**config.mk**
```make
export PLATFORM = sky130hd
export DESIGN_NAME = rr_arbiter_4
export DESIGN_NICKNAME = d
export VERILOG_FILES = /design/src/rtl/arb_pkg.sv /design/src/rtl/rr_arbiter_4_dec.sv /design/src/rtl/rr_arbiter_4.sv
export SDC_FILE = /design/constraint.sdc
export NUM_CORES = 1
export LEC_CHECK = 0
export CAP_MARGIN = 10
export CORE_MARGIN = 10
export CORE_UTILIZATION = 52
export DETAILED_ROUTE_END_ITERATION = 8
export PLACE_DENSITY = 0.88
export RECOVER_POWER = 25
export SLEW_MARGIN = 10
export SYNTH_ARGS = -nofsm -noshare
export SYNTH_HDL_FRONTEND = slang
export SYNTH_SLANG_ARGS = --single-unit
```
**constraint.sdc**
```tcl
create_clock -name clk -period 2.4 [get_ports clk]
set_input_delay 0.48 -clock clk [delete_from_list [all_inputs] [get_ports clk]]
set_output_delay 0.48 -clock clk [all_outputs]
set_load 0.02 [all_outputs]
```
**src/rtl/arb_pkg.sv**
```systemverilog
// Shared definitions for the 4-way round-robin arbiter.
package arb_pkg;

    typedef enum logic {
        IDLE  = 1'b0,
        GRANT = 1'b1
    } arb_state_e;

    localparam int N_REQ = 4;
    localparam int IDX_W = 2;

endpackage

```
**src/rtl/rr_arbiter_4_dec.sv**
```systemverilog
// 2-to-4 one-hot decoder with enable; all-zero output when disabled.
module rr_arbiter_4_dec (
    input  logic       a1,
    input  logic       a0,
    input  logic       en,
    output logic [3:0] y
);

    // Decode {a1,a0} to a single set bit, gated by en.
    always_comb begin
        y = '0;
        if (en) begin
            y[{a1, a0}] = 1'b1;
        end
    end

endmodule

```
**src/rtl/rr_arbiter_4.sv**
```systemverilog
// Four-requester round-robin arbiter with optional maximum-hold timeout.
// Grant is a registered index decoded to one-hot, so req never reaches gnt
// combinationally, and a one-cycle bubble separates consecutive tenures.
module rr_arbiter_4
    import arb_pkg::*;
#(
    parameter int MAX_HOLD = 8,
    parameter int CNT_W    = 4
) (
    input  logic       clk,
    input  logic       rst,
    input  logic       en,
    input  logic [3:0] req,
    output logic [3:0] gnt,
    output logic [1:0] gnt_idx,
    output logic       gnt_valid,
    output logic       timeout
);

    // MAX_HOLD=0 wraps to all-ones here: the counter just saturates at its top.
    localparam logic [CNT_W-1:0] HOLD_LAST = CNT_W'(MAX_HOLD - 1);

    arb_state_e       state_q, state_d;
    logic [IDX_W-1:0] gnt_idx_q, gnt_idx_d;
    logic [IDX_W-1:0] last_q, last_d;
    logic             gnt_valid_q, gnt_valid_d;
    logic             timeout_q, timeout_d;
    logic [CNT_W-1:0] hold_cnt_q, hold_cnt_d;

    logic             win_found;
    logic [IDX_W-1:0] win_idx;
    logic [IDX_W-1:0] cand;

    // Rotating-priority search: first requester after the last one granted.
    always_comb begin
        win_found = 1'b0;
        win_idx   = last_q;
        cand      = '0;
        for (int unsigned i = 1; i <= N_REQ; i++) begin
            cand = last_q + IDX_W'(i);
            if (!win_found && req[cand]) begin
                win_found = 1'b1;
                win_idx   = cand;
            end
        end
    end

    // Next-state and registered-output logic for the IDLE/GRANT controller.
    always_comb begin
        state_d     = state_q;
        gnt_idx_d   = gnt_idx_q;
        last_d      = last_q;
        gnt_valid_d = gnt_valid_q;
        timeout_d   = 1'b0;
        hold_cnt_d  = hold_cnt_q;
        unique case (state_q)
            IDLE: begin
                gnt_valid_d = 1'b0;
                if (en && win_found) begin
                    gnt_idx_d   = win_idx;
                    gnt_valid_d = 1'b1;
                    hold_cnt_d  = '0;
                    state_d     = GRANT;
                end
            end
            GRANT: begin
                hold_cnt_d = (hold_cnt_q == HOLD_LAST) ? hold_cnt_q
                                                       : hold_cnt_q + CNT_W'(1);
                // Voluntary release takes precedence, so timeout stays low
                // when both causes land on the same edge.
                if (!req[gnt_idx_q]) begin
                    gnt_valid_d = 1'b0;
                    last_d      = gnt_idx_q;
                    state_d     = IDLE;
                end else if ((MAX_HOLD != 0) && (hold_cnt_q == HOLD_LAST)) begin
                    gnt_valid_d = 1'b0;
                    last_d      = gnt_idx_q;
                    timeout_d   = 1'b1;
                    state_d     = IDLE;
                end
            end
            default: state_d = IDLE;
        endcase
    end

    // State and output registers; last resets to 3 so requester 0 goes first.
    always_ff @(posedge clk or posedge rst) begin
        if (rst) begin
            state_q     <= IDLE;
            gnt_idx_q   <= '0;
            last_q      <= IDX_W'(N_REQ - 1);
            gnt_valid_q <= 1'b0;
            timeout_q   <= 1'b0;
            hold_cnt_q  <= '0;
        end else begin
            state_q     <= state_d;
            gnt_idx_q   <= gnt_idx_d;
            last_q      <= last_d;
            gnt_valid_q <= gnt_valid_d;
            timeout_q   <= timeout_d;
            hold_cnt_q  <= hold_cnt_d;
        end
    end

    rr_arbiter_4_dec u_dec (
        .a1 (gnt_idx_q[1]),
        .a0 (gnt_idx_q[0]),
        .en (gnt_valid_q),
        .y  (gnt)
    );

    assign gnt_idx   = gnt_idx_q;
    assign gnt_valid = gnt_valid_q;
    assign timeout   = timeout_q;

endmodule

```
Word-level counts from Yosys, hierarchy flattened. Index checks and enable logic that the tools add are counted.

Register bits: 11. Output and inout port bits: 8. Logic and storage cells: 69.

Add/subtract/negate cells: 4. Order comparisons: 6. Equality and inequality tests: 5. Muxes and demuxes: 36. Bitwise operators: 1. Reduce and logical (&&, ||, !) cells: 11.

Operators by type and width (number): 1-bit two-way mux (18); 2-bit by 3-bit < comparator with 1-bit output (second input constant) (5); 2-bit two-way mux (6); 4-bit two-way mux (3); 1-bit binary-select mux with 2-bit select (5); 4-bit one-hot mux with 2 select lines (1); 2-bit != test (second input constant) (3); 2-bit AND reduction (3); 1-bit logical AND (5); 2-bit adder (second input constant) (2); 4-bit by 1-bit adder with 4-bit output (second input constant) (1); 4-bit by 3-bit equality test with 1-bit output (second input constant) (1); 1-bit one-hot mux with 2 select lines (2); 1-bit zero test (3); 3-bit != test (second input constant) (1); 2-bit by 1-bit adder with 2-bit output (second input constant) (1); 1-bit demux with 2-bit select (1); 2-bit by 1-bit >= comparator with 1-bit output (second input constant) (1); 1-bit inverter (1).

Depth between registers and ports, before layout.
Word-level depth: 16. Gate-level depth with buffers: 5.

Modules after synthesis. From an unflattened synthesis, not the netlist that was laid out.

Cell total of the unflattened synthesis: 67. Area total of the unflattened synthesis: 678.2 µm².

Modules (own cells, without submodules): rr_arbiter_4 (times used 1, cells an instance 63, area an instance 640.6 µm²); rr_arbiter_4_dec (times used 1, cells an instance 4, area an instance 37.5 µm²).

Least setup slack after synthesis. OpenSTA, ideal clock, no wires.

Path type: register to output. Start point: register gnt_idx_q[1], in the netlist gnt_idx[1]. End point: output port gnt[0]. Data arrival time: 1.106 ns. Path slack: 0.814 ns. Cell stages (with the launch flop): 3. Path buffers: 1. Cells stage by stage: dfrtp_1 clkbuf_1 nor3b_1.

Longest elaborated chain between the ends: 5. Elaborated cells between the ends (all ways): 6.

Ends and longest elaborated chain: start, declared (RTL line rr_arbiter_4.sv:24) `logic [IDX_W-1:0] gnt_idx_q, gnt_idx_d;`; start signal, assigned (RTL line rr_arbiter_4.sv:97) `gnt_idx_q <= gnt_idx_d;`; 2-bit by 3-bit < comparator with 1-bit output (not written as such) or 2-bit by 1-bit >= comparator with 1-bit output (tied branches) (RTL line rr_arbiter_4_dec.sv:13) `y[{a1, a0}] = 1'b1;`; 1-bit logical AND (not written as such) (RTL line rr_arbiter_4_dec.sv:13); 1-bit two-way mux (not written as such) (RTL line rr_arbiter_4_dec.sv:13); 1-bit demux with 2-bit select *; 4-bit two-way mux * (RTL line rr_arbiter_4_dec.sv:12) `if (en) begin`; end, declared (RTL line rr_arbiter_4.sv:14) `output logic [3:0] gnt,`.

Every way passes the cells marked *; elsewhere a longest branch is shown, timed or not.

Worst setup path in the final report. Ends and elaborated chain as after synthesis.

==> results.toml <==
[die]
fp.dieW_microns = 56.94
rows = 13
dieArea_sq_um = 3242
die_y_microns = 56.94
start_util_pct = 54.52
ios = 15
core-area_sq_um = 1301

[logic_synthesis]
synthDistinctLibCells = 36
synth_edf_count = 0
syn_area_sq_um = 709.4
synth_area_per_cell_sq_um = 9.853
syn_nets = 80
synthFlopType = "dfrtp_1"
yosysWarningCount = 0
ys_seq_area_share_pct = 39.15
synth_cells = 72
synth_seq_cells = 11
synthArstFlopShare_pct = 100.0

[run_status]
outcome = "complete, no violations"

[sta]
slew_violations = 0
grt_setup_unrepaired = "false"
slew_headroom_pct = 70.41
period_minus_slack_ns = 2.136
finalCritPeriodShare_pct = 89.01
finClkSkew_ns = 0.007148
hold_viol = 0
setup_viol_count_final = 0
fmax_mhz = 468.1
worst_pin_slew_ns = 0.4433
fin_setup_tns_ns = 0

[drt]
ant_nets = 0
drc = 0
drt_iter0_markers = 13
first_pass_iters = 4
routedWlPerCell_microns = 16.06
viasPerCell = 6.030
vias = 603
drt_wl_total_microns = 1606

[worst_setup_path]
crit_path_max_fanout = 10
critPathKind = "reg -> out"
end_kind = "output pin"
arrival_ns = 1.66
crit_required_ns = 1.92
setup.worst_path.start_class = "flop"

[power]
powerDensity_nw_per_um2 = 1138
p_total_w = 0.0009794
ir_worst_vdd_mv = 0.5884
cellLeakagePower_nw = 0.3712

[grt]
grt_max_degree = 16
overflow = 0
antenna_found_initial = 0
grt_pass1_wl_microns = 2656
grt_pass1_vias = 613
grt_usage_pct = 9.827

[clock_tree]
cts.clk_slew.worst_paths_ns = 0.08
clk_latency_ns = 0.27
post_cts_resized = 0
h-tree-depth = 1
post-cts-setup-buffers = 0
clk_path_buf_depth = 2
numClockSinks = 11
ctsHoldBuffers = 0
root_buffer = "clkbuf_4"
cts_tree = "done"
cts_buffers = 3

[layout]
fin_nets = 94
drive_above_1_share_pct = 17.65
syn_to_final_growth_pct = 21.34
n_antenna_cell = 0

[place]
gp_congestion = 0.7427
portBuffers = 14
dpl.hpwl_microns = 1200

[worst_hold_path]
hold_class = "reg -> reg"

[flow_run]
cap_viol_max_count = 0
==> worst max-delay path: stages (launching register included) <==
cell,delay [ns]
dfrtp_1,0.51
nor3b_1,0.24
clkdlybuf4s50_1,0.64
==> sequential cells by signal, indices dropped and copies added (netlist names) <==
register	cells
gnt_valid	1
last_q	2
hold_cnt_q	4
state_q	1
timeout	1
gnt_idx	2
==> power breakdown <==
part / switching (W) / internal [W]
sequential: 0.000139 / 0.000270
clock: 0.0000627 / 0.0000642
combinational: 0.000198 / 0.000245
==> through the flow <==
step | instance area [sq um] | hold slack [ns] | utilization (%) | instances | worst slack [ns]
5_1_grt | 860.8 | 0.5222 | 66.15 | 100 | 0.1647
3_3_place_gp | 834.6 | 0.4940 | 64.13 | 96 | 0.3749
4_1_cts | 860.8 | 0.5086 | 66.15 | 100 | 0.2715
3_5_place_dp | 834.6 | 0.4984 | 64.13 | 96 | 0.3186
6_report | 860.8 | 0.5112 | 66.15 | 100 | 0.2638
2_1_floorplan | 709.4 | 0.3310 | - | 72 | 0.8144
==> Yosys cell counts (2+ instances only) <==
library cell	instances	share of area, %
a22o_1	2	2.5
inv_1	3	1.6
nand3_1	2	1.4
o21ai_0	3	2.1
dfstp_2	2	7.4
nor2_1	6	3.2
nand2_1	7	3.7
nor3b_1	2	2.1
nor2b_1	3	2.6
dfrtp_1	9	32
buf_4	2	2.1
nand3b_1	2	2.1
mux2_4	3	6.3
a31oi_1	2	1.8
a21oi_1	2	1.4
clkbuf_1	2	1.1
==> final timing paths <==
path / startpoint / to / slack [ns] / cells after the start
min in group asynchronous: rst / timeout$_DFF_PP0_ / 0.64 / 2
worst max-delay path: gnt_idx[1]$_DFFE_PP0P_ / gnt[0] / 0.26 / 2
max in group asynchronous: rst / last_q[1]$_DFFE_PP1P_ / 1.42 / 2
worst min-delay path: last_q[1]$_DFFE_PP1P_ / last_q[1]$_DFFE_PP1P_ / 0.51 / 2
worst min register to register: last_q[1]$_DFFE_PP1P_ / last_q[1]$_DFFE_PP1P_ / 0.51 / 2
worst max register to register: gnt_idx[0]$_DFFE_PP0P_ / last_q[0]$_DFFE_PP1P_ / 0.81 / 4
==> layer usage <==
layer / part of all wire (%) / GRT usage (%) / wire length (microns) / vias up
met2: 51 / 17.83 / 818 / 27
met4: 1.6 / 4.027 / 26 / 0
li1: - / - / - / 286
met1: 42 / 10.62 / 674 / 288
met5: 0 / 0 / 0 / -
met3: 5.4 / 2.212 / 87 / 2
==> cells in the final DEF, fill, tap and decap left out <==
| master | synthesis | layout |
|---|---|---|
| clkdlybuf4s50_1 | 0 | 13 |
| dfrtp_1 | 9 | 9 |
| nand2_1 | 7 | 7 |
| nor2_1 | 6 | 6 |
| mux2_4 | 3 | 3 |
| o21ai_0 | 3 | 3 |
| inv_1 | 3 | 3 |
| nor2b_1 | 3 | 3 |
| clkbuf_4 | 0 | 3 |
| nand3_1 | 2 | 2 |
| a31oi_1 | 2 | 2 |
| nand3b_1 | 2 | 2 |
| nor3b_1 | 2 | 2 |
| a22o_1 | 2 | 2 |
| a21oi_1 | 2 | 2 |
| dfstp_2 | 2 | 2 |
| nor4b_1 | 1 | 1 |
| or4_4 | 1 | 1 |
| a21oi_2 | 1 | 1 |
| mux2i_1 | 1 | 1 |
| nand4b_1 | 1 | 1 |
| o21ai_2 | 1 | 1 |
| nor3b_2 | 1 | 1 |
| o31ai_1 | 1 | 1 |
| o221ai_1 | 1 | 1 |
| nand2b_1 | 1 | 1 |
| a32o_2 | 1 | 1 |
| and3b_1 | 1 | 1 |
| and3_1 | 1 | 1 |
| and3b_4 | 1 | 1 |
| and4_1 | 1 | 1 |
| nor3_2 | 1 | 1 |
| xor2_1 | 1 | 1 |
| a2bb2oi_1 | 1 | 1 |
| ha_1 | 1 | 1 |
| clkbuf_1 | 2 | 1 |
| dlygate4sd3_1 | 0 | 1 |
==> cell families (layout without fill, tap and decap cells) <==
family,Yosys count,in the layout,share of synthesized area (%)
AND/OR/NAND/NOR,32,32,28.40
AO/OA/AOI/OAI,15,15,15.34
flip-flops,11,11,39.15
buffers and inverters,8,21,6.349
multiplexers,4,4,7.760
adder cells (fa/ha/maj),1,1,1.763
XOR/XNOR,1,1,1.235
==> final cells by class <==
type                       count  area, sq um
clock buffer                   4        26.28
multi-input combinational     53        386.6
sequential                    11        277.8
tap                           15        18.77
fill                         106        440.4
timing repair buffer          14        140.1
inverter                       3        11.26
No activity file was read; power rests on OpenSTA's default activity.
